--- config.mk ---
export PLATFORM = sky130hd
export DESIGN_NAME = adder_error_stats_flat
export DESIGN_NICKNAME = d
export VERILOG_FILES = /design/src/rtl/adder_stats_pkg.sv /design/src/rtl/adder_error_stats_if.sv /design/src/rtl/adder_ed_calc.sv /design/src/rtl/adder_error_stats.sv /design/src/flat_wrapper.sv
export SDC_FILE = /design/constraint.sdc
export NUM_CORES = 1
export LEC_CHECK = 0
export BUFFER_PORTS_ARGS = -buffer_cell sky130_fd_sc_hd__buf_2
export CAP_MARGIN = 0
export CORE_UTILIZATION = 57
export DETAILED_ROUTE_END_ITERATION = 7
export GPL_TIMING_DRIVEN = 0
export PLACE_DENSITY = 0.77
export SYNTH_ARGS = -nofsm -noshare
export SYNTH_HDL_FRONTEND = slang
export SYNTH_SLANG_ARGS = --single-unit
--- constraint.sdc ---
create_clock -name clk -period 7.1 [get_ports clk]
set_clock_uncertainty 0.2 [all_clocks]
set_input_delay 0.71 -clock clk [delete_from_list [all_inputs] [get_ports clk]]
set_output_delay 0.71 -clock clk [all_outputs]
set_load 0.005 [all_outputs]
--- src/rtl/adder_stats_pkg.sv ---
// Shared types and default sizing for the adder error-statistics collector.
// Latency: none (declarations only).
// Backpressure: not applicable.
package adder_stats_pkg;

    // Collector phases: gathering a window, or holding its results.
    typedef enum logic {
        ACCUM  = 1'b0,
        REPORT = 1'b1
    } stats_state_t;

    localparam int N_DEF = 16;
    localparam int W_DEF = 4;

endpackage

--- src/rtl/adder_error_stats_if.sv ---
// Sample-in and window-results-out bundle of the adder error-statistics collector.
// Latency: none (wiring only).
// Backpressure: in_ready throttles samples, res_ready releases window results.
interface adder_error_stats_if
    import adder_stats_pkg::*;
#(
    parameter int N = N_DEF,
    parameter int W = W_DEF
) ();

    logic             in_valid;
    logic             in_ready;
    logic [N-1:0]     x;
    logic [N-1:0]     y;
    logic [N-1:0]     s_apx;
    logic             co_apx;

    logic             res_valid;
    logic             res_ready;
    logic [W:0]       res_err_cnt;
    logic [N+W:0]     res_sum_ed;
    logic [N:0]       res_max_ed;
    logic [N:0]       res_med;

    // Sample producer and results consumer side.
    modport master (
        output in_valid, x, y, s_apx, co_apx, res_ready,
        input  in_ready, res_valid, res_err_cnt, res_sum_ed, res_max_ed, res_med
    );

    // Collector side.
    modport slave (
        input  in_valid, x, y, s_apx, co_apx, res_ready,
        output in_ready, res_valid, res_err_cnt, res_sum_ed, res_max_ed, res_med
    );

endinterface

--- src/rtl/adder_ed_calc.sv ---
// Error distance between the exact sum and an approximate adder's {co,s} result.
// Latency: combinational.
// Backpressure: none.
module adder_ed_calc #(
    parameter int N = 16
) (
    input  logic [N-1:0] x,
    input  logic [N-1:0] y,
    input  logic [N-1:0] s_apx,
    input  logic         co_apx,
    output logic [N:0]   ed,
    output logic         err
);

    logic [N:0] exact;
    logic [N:0] apx;

    // Subtract the smaller from the larger so overestimates give a positive distance.
    always_comb begin
        exact = {1'b0, x} + {1'b0, y};
        apx   = {co_apx, s_apx};
        if (exact >= apx) begin
            ed = exact - apx;
        end else begin
            ed = apx - exact;
        end
        err = (ed != '0);
    end

endmodule

--- src/rtl/adder_error_stats.sv ---
// Windowed error statistics (count, ED sum, max ED, MED) of an approximate adder stream.
// Latency: results valid 2 cycles after the window's last sample is accepted.
// Backpressure: in_ready drops once the window is full and stays low until res_ready.
module adder_error_stats
    import adder_stats_pkg::*;
#(
    parameter int N = N_DEF,
    parameter int W = W_DEF
) (
    input  logic                 clk,
    input  logic                 rst,
    adder_error_stats_if.slave   bus
);

    localparam logic [W:0] WIN = (W+1)'(2**W);

    stats_state_t state;
    logic [W:0]   acc_cnt;
    logic         s1_vld;
    logic [N:0]   s1_ed;
    logic         s1_err;
    logic [W:0]   err_cnt;
    logic [N+W:0] sum_ed;
    logic [N:0]   max_ed;

    logic [N:0]   ed;
    logic         err;
    logic         accept;

    adder_ed_calc #(.N(N)) u_ed_calc (
        .x      (bus.x),
        .y      (bus.y),
        .s_apx  (bus.s_apx),
        .co_apx (bus.co_apx),
        .ed     (ed),
        .err    (err)
    );

    // Handshake flags come from registered state only, so there is no input-to-output path.
    assign bus.in_ready  = (state == ACCUM) && (acc_cnt != WIN);
    assign bus.res_valid = (state == REPORT);
    assign accept        = bus.in_valid && bus.in_ready;

    assign bus.res_err_cnt = err_cnt;
    assign bus.res_sum_ed  = sum_ed;
    assign bus.res_max_ed  = max_ed;
    assign bus.res_med     = sum_ed[N+W:W];

    // Stage 1: capture the error distance of each accepted sample.
    always_ff @(posedge clk) begin
        if (rst) begin
            s1_vld <= 1'b0;
            s1_ed  <= '0;
            s1_err <= 1'b0;
        end else begin
            s1_vld <= accept;
            if (accept) begin
                s1_ed  <= ed;
                s1_err <= err;
            end
        end
    end

    // Window FSM with sample counter and stage-2 accumulators; the full counter
    // blocks further accepts, so stage 1 only ever holds samples of this window.
    always_ff @(posedge clk) begin
        if (rst) begin
            state   <= ACCUM;
            acc_cnt <= '0;
            err_cnt <= '0;
            sum_ed  <= '0;
            max_ed  <= '0;
        end else begin
            case (state)
                ACCUM: begin
                    if (accept) begin
                        acc_cnt <= acc_cnt + 1'b1;
                    end
                    if (s1_vld) begin
                        err_cnt <= err_cnt + {{W{1'b0}}, s1_err};
                        sum_ed  <= sum_ed + {{W{1'b0}}, s1_ed};
                        if (s1_ed > max_ed) begin
                            max_ed <= s1_ed;
                        end
                        // Counter already full means this is the window's last sample.
                        if (acc_cnt == WIN) begin
                            state <= REPORT;
                        end
                    end
                end
                REPORT: begin
                    if (bus.res_ready) begin
                        state   <= ACCUM;
                        acc_cnt <= '0;
                        err_cnt <= '0;
                        sum_ed  <= '0;
                        max_ed  <= '0;
                    end
                end
                default: begin
                    state <= ACCUM;
                end
            endcase
        end
    end

endmodule

--- src/flat_wrapper.sv ---
// flat-port wrapper written by rule: the top's interface ports become plain ports
module adder_error_stats_flat import adder_stats_pkg::*;
#(
    parameter int N = N_DEF,
    parameter int W = W_DEF
)
  (clk, rst, bus_in_valid, bus_x, bus_y, bus_s_apx, bus_co_apx, bus_res_ready, bus_in_ready, bus_res_valid, bus_res_err_cnt, bus_res_sum_ed, bus_res_max_ed, bus_res_med);
  adder_error_stats_if #(.N(N), .W(W)) bus_i ();
  input  logic clk;
  input  logic rst;
  input wire logic [$bits(bus_i.in_valid)-1:0] bus_in_valid;
  input wire logic [$bits(bus_i.x)-1:0] bus_x;
  input wire logic [$bits(bus_i.y)-1:0] bus_y;
  input wire logic [$bits(bus_i.s_apx)-1:0] bus_s_apx;
  input wire logic [$bits(bus_i.co_apx)-1:0] bus_co_apx;
  input wire logic [$bits(bus_i.res_ready)-1:0] bus_res_ready;
  output wire logic [$bits(bus_i.in_ready)-1:0] bus_in_ready;
  output wire logic [$bits(bus_i.res_valid)-1:0] bus_res_valid;
  output wire logic [$bits(bus_i.res_err_cnt)-1:0] bus_res_err_cnt;
  output wire logic [$bits(bus_i.res_sum_ed)-1:0] bus_res_sum_ed;
  output wire logic [$bits(bus_i.res_max_ed)-1:0] bus_res_max_ed;
  output wire logic [$bits(bus_i.res_med)-1:0] bus_res_med;
  assign bus_i.in_valid = bus_in_valid;
  assign bus_i.x = bus_x;
  assign bus_i.y = bus_y;
  assign bus_i.s_apx = bus_s_apx;
  assign bus_i.co_apx = bus_co_apx;
  assign bus_i.res_ready = bus_res_ready;
  assign bus_in_ready = bus_i.in_ready;
  assign bus_res_valid = bus_i.res_valid;
  assign bus_res_err_cnt = bus_i.res_err_cnt;
  assign bus_res_sum_ed = bus_i.res_sum_ed;
  assign bus_res_max_ed = bus_i.res_max_ed;
  assign bus_res_med = bus_i.res_med;
  adder_error_stats #(.N(N), .W(W)) u_core (.clk(clk), .rst(rst), .bus(bus_i));
endmodule
==> flow_summary_export.csv <==
group,metric,value,unit
die,die_area,11400,sq um
timing,slew_viol_final,0,
final_layout,num_antenna_cells,0,
clocking,tritoncts,"done",
final_layout,finalNetCount,1049,
clocking,htreeDepth,3,
placed_design,gp_congestion,0.933,
final_layout,final_cell_mix,"buf_2, ha_1, dfxtp_1",
synthesis,synth_cell_types,63,
worst_setup_path,reg2reg_depth,14,
worst_setup_path,crit-reg2reg-launch,"u_core.bus.res_max_ed[6]",
timing,rsz0062_at_grt,"no",
timing,max_freq,174,MHz
synthesis,avgSynthCellArea,8.03,sq um
global_routing,use_met1,31.0,%
clocking,clk_latency,0.36,ns
worst_setup_path,required,7.13,ns
die,die_w,107,microns
power,seqPwrFrac,27.5,%
power,pwr-share-comb,50.3,%
final_layout,layout_commonest_cell,"buf_2",
placed_design,dp_hpwl,12900,microns
outcome,status,"completed",
clocking,post_cts.repair.setup_buffers,0,
die,initial_core_util,59.6,%
min_path,hold_end,"u_core.bus.res_max_ed[3]",
clocking,hold_buffers,0,
power,swShare,39.4,%
power,power,0.00168,W
worst_setup_path,start_kind,"primary input",
power,vdd_drop_max,220,uV
power,p_switching,0.000661,W
global_routing,antenna_found_initial,0,
synthesis,yosys.area.top_type,"dfxtp_1",
global_routing,track_usage,28.1,%
min_path,min_path_type,"flop to flop",
worst_setup_path,startpoint,"bus_y[1]",
route,first_pass_iters,5,
timing,layout_min_cycle_time,5.76,ns
synthesis,synth-seq-cells,68,
placed_design,dp_slack,0.913,ns
synthesis,yosysWarnings,0,
final_layout,fin_area,7240,sq um
synthesis,synth-seq-area-share,21.7,%
global_routing,grtUsageMet3,2.61,%
worst_setup_path,path_depth,25,
power,internal_power,0.00102,W
timing,finalSetupViolations,0,
timing,hold_viol_final,0,
worst_setup_path,cpMaxStageDelayCell,"nor4_1",
synthesis,synthArstFlopShare,0,%
worst_setup_path,rrSetupSlack,3.84,ns
placed_design,io_buffers,114,
route,via_per_inst,5.62,
power,power.density,232,nW/um^2
placed_design,place_area,7010,sq um
clocking,cts.repair.resized,0,
global_routing,grt_use_met2,53.3,%
clocking,cts_buffer_depth,2,
global_routing,grt_start_max_net_pins,12,
synthesis,synth-edff-count,0,
min_path,worstHoldPathCells,2,
worst_setup_path,critical_path_class,"primary input to flop",
worst_setup_path,endpoint_kind,"flop",
route,antenna_left,0,
run,maxCapViolations,0,
timing,tightestPinTransition,0.830,ns
die,fp.dieH,107,microns
route,vias,5882,
global_routing,grt_pass1_wl,25900,microns
timing,fin_tns_setup,0,ns
clocking,cts.sinks,68,
min_path,min_from,"u_core.bus.res_max_ed[3]",
global_routing,grt_pass1_vias,5815,
clocking,cts_buffers,9,
final_layout,drive_gt1_share,18.6,%
synthesis,synth.area.top_cells,"dfxtp_1, ha_1, xnor2_1, mux2i_1, a21oi_1",
synthesis,synth_flop_cell,"dfxtp_1",
route,post_drt_wl_per_cell,14.9,microns
synthesis,syn_nets,924,
die,fp-row-count,37,
worst_setup_path,max_stage_delay,0.41,ns
global_routing,overflow,0,
die,ios,115,
power,clkPwrFrac,22.2,%
global_routing,grt-busiest-layer,"met2",
timing,slew_headroom,44.7,%
timing,period_share,81.2,%
worst_setup_path,r2r-end,"u_core.bus.res_max_ed[16]",
timing,fin_ws,1.34,ns
route,first_iter_violations,252,
worst_setup_path,crit_fanout,10,
power,leakage,3.65,nW
synthesis,synth_cells,780,
worst_setup_path,arrival,5.79,ns
synthesis,synth_top_area_share,21.7,%
worst_setup_path,cp_top_family,"compound AO/OA/AOI/OAI gates",
final_layout,areaGrowthSynthToFinish,15.6,%
synthesis,synth_area,6270,sq um
clocking,cts_root_buf,"clkbuf_8",
die,design.core.area,10500,sq um
worst_setup_path,cp_common_cell,"a21oi_1",
route,drc,0,
route,drt-total-wl,15600,microns
final_layout,n_fill_cell,888,
clocking,cts.clk_slew.worst_paths,0.07,ns
worst_setup_path,path_buf_inv,4,
==> cell usage after synthesis, types with 18 or more instances <==
library cell and count:
a211oi_1 20, nand2b_1 22, xor2_1 18, o21ai_0 21, dfxtp_1 68, a21o_1 20
inv_1 66, mux2i_1 30, xnor2_1 36, a21oi_1 59, nand2_1 58, nor2_1 65
clkbuf_1 20, ha_1 87
==> registers in the layout, indices dropped and copies added (netlist names) <==
name,count
u_core.bus.res_err_cnt,5
u_core.bus.res_max_ed,17
u_core.s1_vld,1
u_core.bus.res_valid,1
u_core.bus.res_sum_ed,21
u_core.s1_err,1
u_core.s1_ed,17
u_core.acc_cnt,5
==> final cells by class <==
cell class                 instances  area (sq um)  share of cell area, %
clock buffer                      13           169                   2.33
sequential                        68          1360                   18.8
buffer                            49           299                   4.13
inverter                          66           248                   3.42
multi-input combinational        597          4360                   60.2
clock inverter                     3          67.6                  0.933
timing repair buffer             114           571                   7.88
tap                              136           170                   2.35
==> worst reg2reg max path, cell delays in order, from the launching register on <==
cell and delay (ns):
dfxtp_1 0.38, inv_1 0.06, ha_1 0.31, a21o_1 0.17, a21o_1 0.17, a21oi_1 0.13
nor2b_1 0.06, o21ai_1 0.13, nand2b_1 0.07, a21o_1 0.18, a221oi_1 0.33, a211o_1 0.17
buf_2 0.24, buf_2 0.36, mux2i_1 0.24
==> routing by layer <==
layer | part of all wire (%) | up-vias
met3 | 3.8 | 35
met1 | 41 | 2701
met5 | 0 | -
li1 | - | 2978
met4 | 3.1 | 0
met2 | 52 | 168
==> power by group through the flow <==
stage | Combinational, W | Sequential [W] | Clock, W
after global placement | 0.000816 | 0.000468 | 0
after detailed placement | 0.000840 | 0.000470 | 0
after floorplan | 0.000641 | 0.000457 | 0
after CTS | 0.000847 | 0.000461 | 0.000374
after global routing | 0.000943 | 0.000467 | 0.000392
final | 0.000844 | 0.000462 | 0.000373
==> how the worst max path moves through the flow <==
stage / to / slack, ns
6_report: u_core.s1_err / 1.34
5_1_grt: u_core.s1_err / 0.96
4_1_cts: u_core.s1_err / 1.27
3_5_place_dp: u_core.s1_err / 0.91
3_3_place_gp: u_core.s1_err / 1.05
2_1_floorplan: u_core.s1_err / 1.81
==> per-stage QoR <==
step                hold slack (ns)  std cells  utilization (%)
floorplan                     0.267        780                -
global placement              0.267       1030             66.7
detailed placement            0.277       1030             66.7
CTS                           0.288       1046             68.9
global route                  0.316       1046             68.9
finish                        0.285       1046             68.9
==> kinds of logic (layout without fill, tap and decap cells) <==
logic type      Yosys count  count (layout)  share of synthesized area [%]
fa+ha+maj                91              91                           18.6
flops                    68              68                           21.7
xor+xnor                 54              54                           7.55
simple gates            225             225                           17.6
mux                      32              32                           5.15
buf+inv                 115             245                           8.72
compound gates          195             195                           20.6
Power figures use the tool's default switching activity.
